**config.mk**
```make
export PLATFORM = sky130hd
export DESIGN_NAME = round_judge_flat
export DESIGN_NICKNAME = d
export VERILOG_FILES = /design/src/rtl/game_pkg.sv /design/src/rtl/round_judge_if.sv /design/src/rtl/rps_compare.sv /design/src/rtl/round_judge.sv /design/src/flat_wrapper.sv
export SDC_FILE = /design/constraint.sdc
export NUM_CORES = 1
export LEC_CHECK = 0
export CAP_MARGIN = 20
export CORE_MARGIN = 2
export CORE_UTILIZATION = 45
export CTS_BUF_LIST = sky130_fd_sc_hd__clkbuf_4 sky130_fd_sc_hd__clkbuf_8
export CTS_CLUSTER_SIZE = 10
export DETAILED_ROUTE_END_ITERATION = 7
export GPL_TIMING_DRIVEN = 1
export PLACE_DENSITY_LB_ADDON = 0.3
export SLEW_MARGIN = 10
export SYNTH_ARGS = -nofsm -noshare
export SYNTH_HDL_FRONTEND = slang
export SYNTH_HIERARCHICAL = 1
export SYNTH_SLANG_ARGS = --single-unit
```
**constraint.sdc**
```tcl
create_clock -name clk -period 2.55 [get_ports clk]
set_input_delay 0.6375 -clock clk [delete_from_list [all_inputs] [get_ports clk]]
set_output_delay 0.6375 -clock clk [all_outputs]
set_load 0.02 [all_outputs]
```
**src/rtl/game_pkg.sv**
```systemverilog
// rtl/game_pkg.sv - move/result codes, judge states and move helpers
package game_pkg;

  typedef enum logic [1:0] {
    ROCK     = 2'b00,
    PAPER    = 2'b01,
    SCISSORS = 2'b10,
    ILLEGAL  = 2'b11
  } move_e;

  typedef enum logic [1:0] {
    RES_NONE = 2'b00,
    RES_P1   = 2'b01,
    RES_P2   = 2'b10,
    RES_TIE  = 2'b11
  } result_e;

  typedef enum logic [2:0] {
    S_IDLE,
    S_COLLECT,
    S_CPU_REQ,
    S_CPU_WAIT,
    S_JUDGE,
    S_DONE
  } state_e;

  // The move that beats m: (m + 1) mod 3
  function automatic logic [1:0] beater_of(input logic [1:0] m);
    logic [1:0] r;
    case (m)
      ROCK:    r = PAPER;
      PAPER:   r = SCISSORS;
      default: r = ROCK;
    endcase
    return r;
  endfunction

  function automatic logic is_legal(input logic [1:0] m);
    return m != ILLEGAL;
  endfunction

endpackage

```
**src/rtl/round_judge_if.sv**
```systemverilog
// rtl/round_judge_if.sv - front-end/CPU/display signal bundle around the judge
interface round_judge_if #(
  parameter int SCORE_W = 3
);
  logic               start;
  logic               p2_is_cpu;
  logic [1:0]         p1_move;
  logic               p1_valid;
  logic [1:0]         p2_move;
  logic               p2_valid;
  logic               cpu_en;
  logic [1:0]         cpu_move;
  logic [1:0]         round_result;
  logic               result_valid;
  logic [SCORE_W-1:0] p1_score;
  logic [SCORE_W-1:0] p2_score;
  logic               game_over;
  logic [1:0]         winner;
  logic               busy;

  modport master (
    output start, p2_is_cpu, p1_move, p1_valid, p2_move, p2_valid, cpu_move,
    input  cpu_en, round_result, result_valid, p1_score, p2_score,
           game_over, winner, busy
  );

  modport slave (
    input  start, p2_is_cpu, p1_move, p1_valid, p2_move, p2_valid, cpu_move,
    output cpu_en, round_result, result_valid, p1_score, p2_score,
           game_over, winner, busy
  );
endinterface

```
**src/rtl/rps_compare.sv**
```systemverilog
// rtl/rps_compare.sv - combinational round decision for two legal moves
module rps_compare
  import game_pkg::*;
(
  input  logic [1:0] a,
  input  logic [1:0] b,
  output logic [1:0] result
);

  always_comb begin
    if (a == b) begin
      result = RES_TIE;
    end else if (a == beater_of(b)) begin
      result = RES_P1;
    end else begin
      result = RES_P2;
    end
  end

endmodule

```
**src/rtl/round_judge.sv**
```systemverilog
// rtl/round_judge.sv - match referee: move collection, CPU requests, scoring
module round_judge
  import game_pkg::*;
#(
  parameter int WIN_SCORE = 3,
  parameter int SCORE_W   = 3,
  parameter int CPU_LAT   = 1
) (
  input  logic          clk,
  input  logic          rst_n,
  round_judge_if.slave  bus
);

  localparam int CNT_W = (CPU_LAT > 1) ? $clog2(CPU_LAT) : 1;
  localparam logic [SCORE_W-1:0] WIN      = SCORE_W'(WIN_SCORE);
  localparam logic [CNT_W-1:0]   LAT_LAST = CNT_W'(CPU_LAT - 1);

  state_e             state, state_nxt;
  logic               p1_have, p1_have_nxt;
  logic               p2_have, p2_have_nxt;
  logic [1:0]         p1_mv, p1_mv_nxt;
  logic [1:0]         p2_mv, p2_mv_nxt;
  logic               is_cpu, is_cpu_nxt;
  logic [CNT_W-1:0]   cnt, cnt_nxt;
  logic [1:0]         res, res_nxt;
  logic               rv, rv_nxt;
  logic [SCORE_W-1:0] s1, s1_nxt;
  logic [SCORE_W-1:0] s2, s2_nxt;
  logic [1:0]         win, win_nxt;
  logic [1:0]         cmp;

  rps_compare u_cmp (
    .a      (p1_mv),
    .b      (p2_mv),
    .result (cmp)
  );

  always_ff @(posedge clk or negedge rst_n) begin
    if (!rst_n) begin
      state   <= S_IDLE;
      p1_have <= 1'b0;
      p2_have <= 1'b0;
      p1_mv   <= 2'b00;
      p2_mv   <= 2'b00;
      is_cpu  <= 1'b0;
      cnt     <= '0;
      res     <= RES_NONE;
      rv      <= 1'b0;
      s1      <= '0;
      s2      <= '0;
      win     <= 2'b00;
    end else begin
      state   <= state_nxt;
      p1_have <= p1_have_nxt;
      p2_have <= p2_have_nxt;
      p1_mv   <= p1_mv_nxt;
      p2_mv   <= p2_mv_nxt;
      is_cpu  <= is_cpu_nxt;
      cnt     <= cnt_nxt;
      res     <= res_nxt;
      rv      <= rv_nxt;
      s1      <= s1_nxt;
      s2      <= s2_nxt;
      win     <= win_nxt;
    end
  end

  always_comb begin
    state_nxt   = state;
    p1_have_nxt = p1_have;
    p2_have_nxt = p2_have;
    p1_mv_nxt   = p1_mv;
    p2_mv_nxt   = p2_mv;
    is_cpu_nxt  = is_cpu;
    cnt_nxt     = cnt;
    res_nxt     = res;
    rv_nxt      = 1'b0;
    s1_nxt      = s1;
    s2_nxt      = s2;
    win_nxt     = win;

    // start from any state (re)opens a match and aborts a round in flight
    if (bus.start) begin
      state_nxt   = S_COLLECT;
      p1_have_nxt = 1'b0;
      p2_have_nxt = 1'b0;
      is_cpu_nxt  = bus.p2_is_cpu;
      cnt_nxt     = '0;
      s1_nxt      = '0;
      s2_nxt      = '0;
      win_nxt     = 2'b00;
    end else begin
      case (state)
        S_COLLECT: begin
          if (p1_have && p2_have) begin
            state_nxt = S_JUDGE;
          end else begin
            if (!p1_have && bus.p1_valid && is_legal(bus.p1_move)) begin
              p1_have_nxt = 1'b1;
              p1_mv_nxt   = bus.p1_move;
            end
            if (!is_cpu && !p2_have && bus.p2_valid && is_legal(bus.p2_move)) begin
              p2_have_nxt = 1'b1;
              p2_mv_nxt   = bus.p2_move;
            end
            if (is_cpu && p1_have) begin
              state_nxt = S_CPU_REQ;
            end
          end
        end

        S_CPU_REQ: begin
          cnt_nxt   = '0;
          state_nxt = S_CPU_WAIT;
        end

        S_CPU_WAIT: begin
          if (cnt == LAT_LAST) begin
            if (bus.cpu_move == ILLEGAL) begin
              state_nxt = S_CPU_REQ;
            end else begin
              p2_have_nxt = 1'b1;
              p2_mv_nxt   = bus.cpu_move;
              state_nxt   = S_COLLECT;
            end
          end else begin
            cnt_nxt = cnt + CNT_W'(1);
          end
        end

        S_JUDGE: begin
          res_nxt     = cmp;
          rv_nxt      = 1'b1;
          p1_have_nxt = 1'b0;
          p2_have_nxt = 1'b0;
          if (cmp == RES_P1 && s1 < WIN) begin
            s1_nxt = s1 + SCORE_W'(1);
          end
          if (cmp == RES_P2 && s2 < WIN) begin
            s2_nxt = s2 + SCORE_W'(1);
          end
          if (s1_nxt == WIN) begin
            state_nxt = S_DONE;
            win_nxt   = RES_P1;
          end else if (s2_nxt == WIN) begin
            state_nxt = S_DONE;
            win_nxt   = RES_P2;
          end else begin
            state_nxt = S_COLLECT;
          end
        end

        default: begin
          state_nxt = state;
        end
      endcase
    end
  end

  // Decoded from state so an async reset drops them at once
  assign bus.cpu_en       = (state == S_CPU_REQ);
  assign bus.game_over    = (state == S_DONE);
  assign bus.busy         = (state != S_IDLE) && (state != S_DONE);
  assign bus.round_result = res;
  assign bus.result_valid = rv;
  assign bus.p1_score     = s1;
  assign bus.p2_score     = s2;
  assign bus.winner       = win;

endmodule
```
**src/flat_wrapper.sv**
```systemverilog
// flat-port wrapper written by rule: the top's interface ports become plain ports
module round_judge_flat import game_pkg::*;
#(
  parameter int WIN_SCORE = 3,
  parameter int SCORE_W   = 3,
  parameter int CPU_LAT   = 1
)
  (clk, rst_n, bus_start, bus_p2_is_cpu, bus_p1_move, bus_p1_valid, bus_p2_move, bus_p2_valid, bus_cpu_move, bus_cpu_en, bus_round_result, bus_result_valid, bus_p1_score, bus_p2_score, bus_game_over, bus_winner, bus_busy);
  round_judge_if #(.SCORE_W(SCORE_W)) bus_i ();
  input  logic clk;
  input  logic rst_n;
  input wire logic [$bits(bus_i.start)-1:0] bus_start;
  input wire logic [$bits(bus_i.p2_is_cpu)-1:0] bus_p2_is_cpu;
  input wire logic [$bits(bus_i.p1_move)-1:0] bus_p1_move;
  input wire logic [$bits(bus_i.p1_valid)-1:0] bus_p1_valid;
  input wire logic [$bits(bus_i.p2_move)-1:0] bus_p2_move;
  input wire logic [$bits(bus_i.p2_valid)-1:0] bus_p2_valid;
  input wire logic [$bits(bus_i.cpu_move)-1:0] bus_cpu_move;
  output wire logic [$bits(bus_i.cpu_en)-1:0] bus_cpu_en;
  output wire logic [$bits(bus_i.round_result)-1:0] bus_round_result;
  output wire logic [$bits(bus_i.result_valid)-1:0] bus_result_valid;
  output wire logic [$bits(bus_i.p1_score)-1:0] bus_p1_score;
  output wire logic [$bits(bus_i.p2_score)-1:0] bus_p2_score;
  output wire logic [$bits(bus_i.game_over)-1:0] bus_game_over;
  output wire logic [$bits(bus_i.winner)-1:0] bus_winner;
  output wire logic [$bits(bus_i.busy)-1:0] bus_busy;
  assign bus_i.start = bus_start;
  assign bus_i.p2_is_cpu = bus_p2_is_cpu;
  assign bus_i.p1_move = bus_p1_move;
  assign bus_i.p1_valid = bus_p1_valid;
  assign bus_i.p2_move = bus_p2_move;
  assign bus_i.p2_valid = bus_p2_valid;
  assign bus_i.cpu_move = bus_cpu_move;
  assign bus_cpu_en = bus_i.cpu_en;
  assign bus_round_result = bus_i.round_result;
  assign bus_result_valid = bus_i.result_valid;
  assign bus_p1_score = bus_i.p1_score;
  assign bus_p2_score = bus_i.p2_score;
  assign bus_game_over = bus_i.game_over;
  assign bus_winner = bus_i.winner;
  assign bus_busy = bus_i.busy;
  round_judge #(.WIN_SCORE(WIN_SCORE), .SCORE_W(SCORE_W), .CPU_LAT(CPU_LAT)) u_core (.clk(clk), .rst_n(rst_n), .bus(bus_i));
endmodule
```
==> metrics.yaml <==
setup_path:
  worstPathRequired_ns: 1.91
  ff2ff_path_depth: 7
  critPathMaxFanout: 9
  r2r_end: "u_core/bus.winner[0]"
  critPathKind: "reg2out"
  cp-start-kind: "flip-flop"
  endpoint: "bus_game_over"
  ff2ff_setup_slack_ns: 0.45
  critPathCaptureType: "primary output"
  startpoint: "u_core/state[0]"
  cp.arrival_ns: 1.73
  reg2reg_from: "u_core/p2_mv[1]"
routing:
  vias: 1010
  drt_pass1_iterations: 4
  drtAntennaViolNets: 0
  drt_iter0_markers: 27
  avgViaCountPerCell: 5.77
  wl_per_cell_um: 14.1
  routed_wl_mm: 2.47
  post-route-drc-count: 0
sta:
  drv_slew: 0
  whs_ns: 0.524
  hold_violations: 0
  fin_crit_sh_pct: 92.9
  setup_viol: 0
  worstMarginPinSlew_ns: 0.516
  fmax_mhz: 422
  rsz0062_at_grt: "no"
  fin_skew_ns: 0.00358
  fin_ws_ns: 0.181
  relSlewSlack_pct: 65.1
  min_period_ns: 2.37
  fin_tns_setup_ns: 0
synthesis:
  syn_avg_cell_area_um2: 9.90
  ys_warn_count: 6
  synth-seq-cells: 21
  synthArstFlopShare_pct: 100
  netlist_area_mm2: 0.00118
  synth_cell_types: 40
  syn_nets: 133
  ys_dominant_reg_cell: "dfrtp_1"
  synth_edf_count: 0
  ys_seq_area_share_pct: 44.6
  synthCells: 119
floorplan:
  start_util_pct: 47.6
  coreArea_mm2: 0.00248
  die_area_mm2: 0.00304
  die_x_um: 55.2
  num_io_pins: 26
  die_h_um: 55.2
  num_rows: 18
clock_network:
  cts_hold_buf: 0
  clockBufferDepth: 2
  cts_sinks: 21
  cts_root_buf: "clkbuf_4"
  cts_tree: "built"
  htree_levels: 1
  numCtsBuffers: 3
  cts_resized: 0
  clk_latency_ns: 0.29
  path_clk_slew_ns: 0.12
  post_cts_buffers: 0
final_layout:
  final_util_pct: 59.6
  areaGrowthSynthToFinish_pct: 25.3
  fin_area_mm2: 0.00148
  mostFrequentLayoutCell: "clkdlybuf4s50_1"
  diodes: 0
  drive_gt1_share_pct: 15.2
  fin_cells: 175
  final_cell_mix: "clkdlybuf4s50_1, dfrtp_1, nor2_1"
  num-nets-final: 160
  fillers: 218
global_route:
  grt.overflow.total: 0
  busiest_layer: "met2"
  grt_max_degree: 22
  grt_pass1_wl_mm: 3.98
  met2_usage_pct: 30.2
  track_usage_pct: 18.2
  antenna_found_initial: 0
  use_met1_pct: 24.8
  grt_pass1_vias: 902
  use_met3_pct: 3.23
power_and_ir_drop:
  power_density_mw_per_mm2: 602
  leakagePower_nw: 0.604
  ir_worst_vdd_uv: 607
  total_power_mw: 0.889
min_path:
  holdCritPathClass: "reg2reg"
place:
  hpwlAfterDp_mm: 1.88
  dpl-instance-area_mm2: 0.00145
  globalplace.congestion: 0.811
  place_ws_ns: 0.455
  port_buffers: 25
  dp_cells: 171
flow_run:
  drv_cap: 0
run_status:
  status: "complete, no violations"
-- area by class of cell --
cell class                      instances  area (um2)  share of cell area, %
Clock inverter                          1        5.00                  0.339
Tap cell                               30        37.5                   2.54
Multi-Input combinational cell         87         594                   40.3
Sequential cell                        21         529                   35.8
Clock buffer                            3        22.5                   1.53
Timing Repair Buffer                   27         265                   18.0
Inverter                                6        22.5                   1.53
-- worst max-delay path, stage by stage (launching register included) --
cell and delay (ns):
dfrtp_2 0.47, inv_1 0.10, nor3_1 0.22, clkdlybuf4s50_1 0.64
-- cell usage after synthesis, types with 2 or more instances --
| library cell | number | area (um2) |
|---|---|---|
| a211oi_1 | 2 | 15.0 |
| a21oi_1 | 7 | 35.0 |
| a31oi_1 | 2 | 12.5 |
| and3b_1 | 2 | 17.5 |
| buf_2 | 2 | 10.0 |
| buf_6 | 2 | 22.5 |
| dfrtp_1 | 21 | 526 |
| ha_1 | 2 | 25.0 |
| inv_1 | 6 | 22.5 |
| mux2_2 | 9 | 101 |
| nand2_1 | 10 | 37.5 |
| nand2b_1 | 3 | 18.8 |
| nand3_1 | 3 | 15.0 |
| nand4_1 | 2 | 12.5 |
| nor2_1 | 11 | 41.3 |
| nor3_1 | 8 | 40.0 |
| o31ai_1 | 2 | 15.0 |
| o41ai_1 | 3 | 26.3 |
-- flip-flops by register name, indices dropped and copies added (netlist names) --
name	count
u_core/p1_mv	2
u_core/p2_have	1
u_core/bus.p1_score	3
u_core/bus.p2_score	3
u_core/bus.round_result	2
u_core/is_cpu	1
u_core/state	3
u_core/p2_mv	2
u_core/bus.winner	2
u_core/bus.result_valid	1
u_core/p1_have	1
-- worst min path at each step --
stage	from	to	slack (ns)	depth (start not counted)
floorplan	rst_n	u_core/bus.p1_score[0]	0.34	0
global placement	u_core/bus.round_result[0]	u_core/bus.round_result[0]	0.50	1
detailed placement	u_core/bus.round_result[1]	u_core/bus.round_result[1]	0.50	1
CTS	u_core/bus.round_result[1]	u_core/bus.round_result[1]	0.53	1
global route	u_core/bus.round_result[1]	u_core/bus.round_result[1]	0.54	1
finish	u_core/bus.round_result[1]	u_core/bus.round_result[1]	0.52	1
-- report_power, final --
part / switching, mW / total (mW) / internal [mW] / leakage [nW]
clock network: 0.0991 / 0.157 / 0.0583 / 0.0177
registers: 0.0658 / 0.447 / 0.381 / 0.271
logic: 0.145 / 0.285 / 0.140 / 0.315
-- cell families (layout without fill, tap and decap cells) --
kind of cell             after synthesis  in the layout  share of synthesized area [%]
AND/OR/NAND/NOR                       46             46                           21.3
AO/OA/AOI/OAI                         28             28                           16.9
flip-flops                            21             21                           44.6
buffers and inverters                 11             37                           4.99
multiplexers                           9              9                           8.60
adder cells (fa/ha/maj)                2              2                           2.12
XOR/XNOR                               2              2                           1.49
-- per-layer routing --
metal | wire (um) | up-vias
li1 | - | 497
met1 | 1090 | 469
met2 | 1200 | 44
met3 | 178 | 0
met4 | 0 | 0
met5 | 0 | -
(Power assumes the default switching activity.)
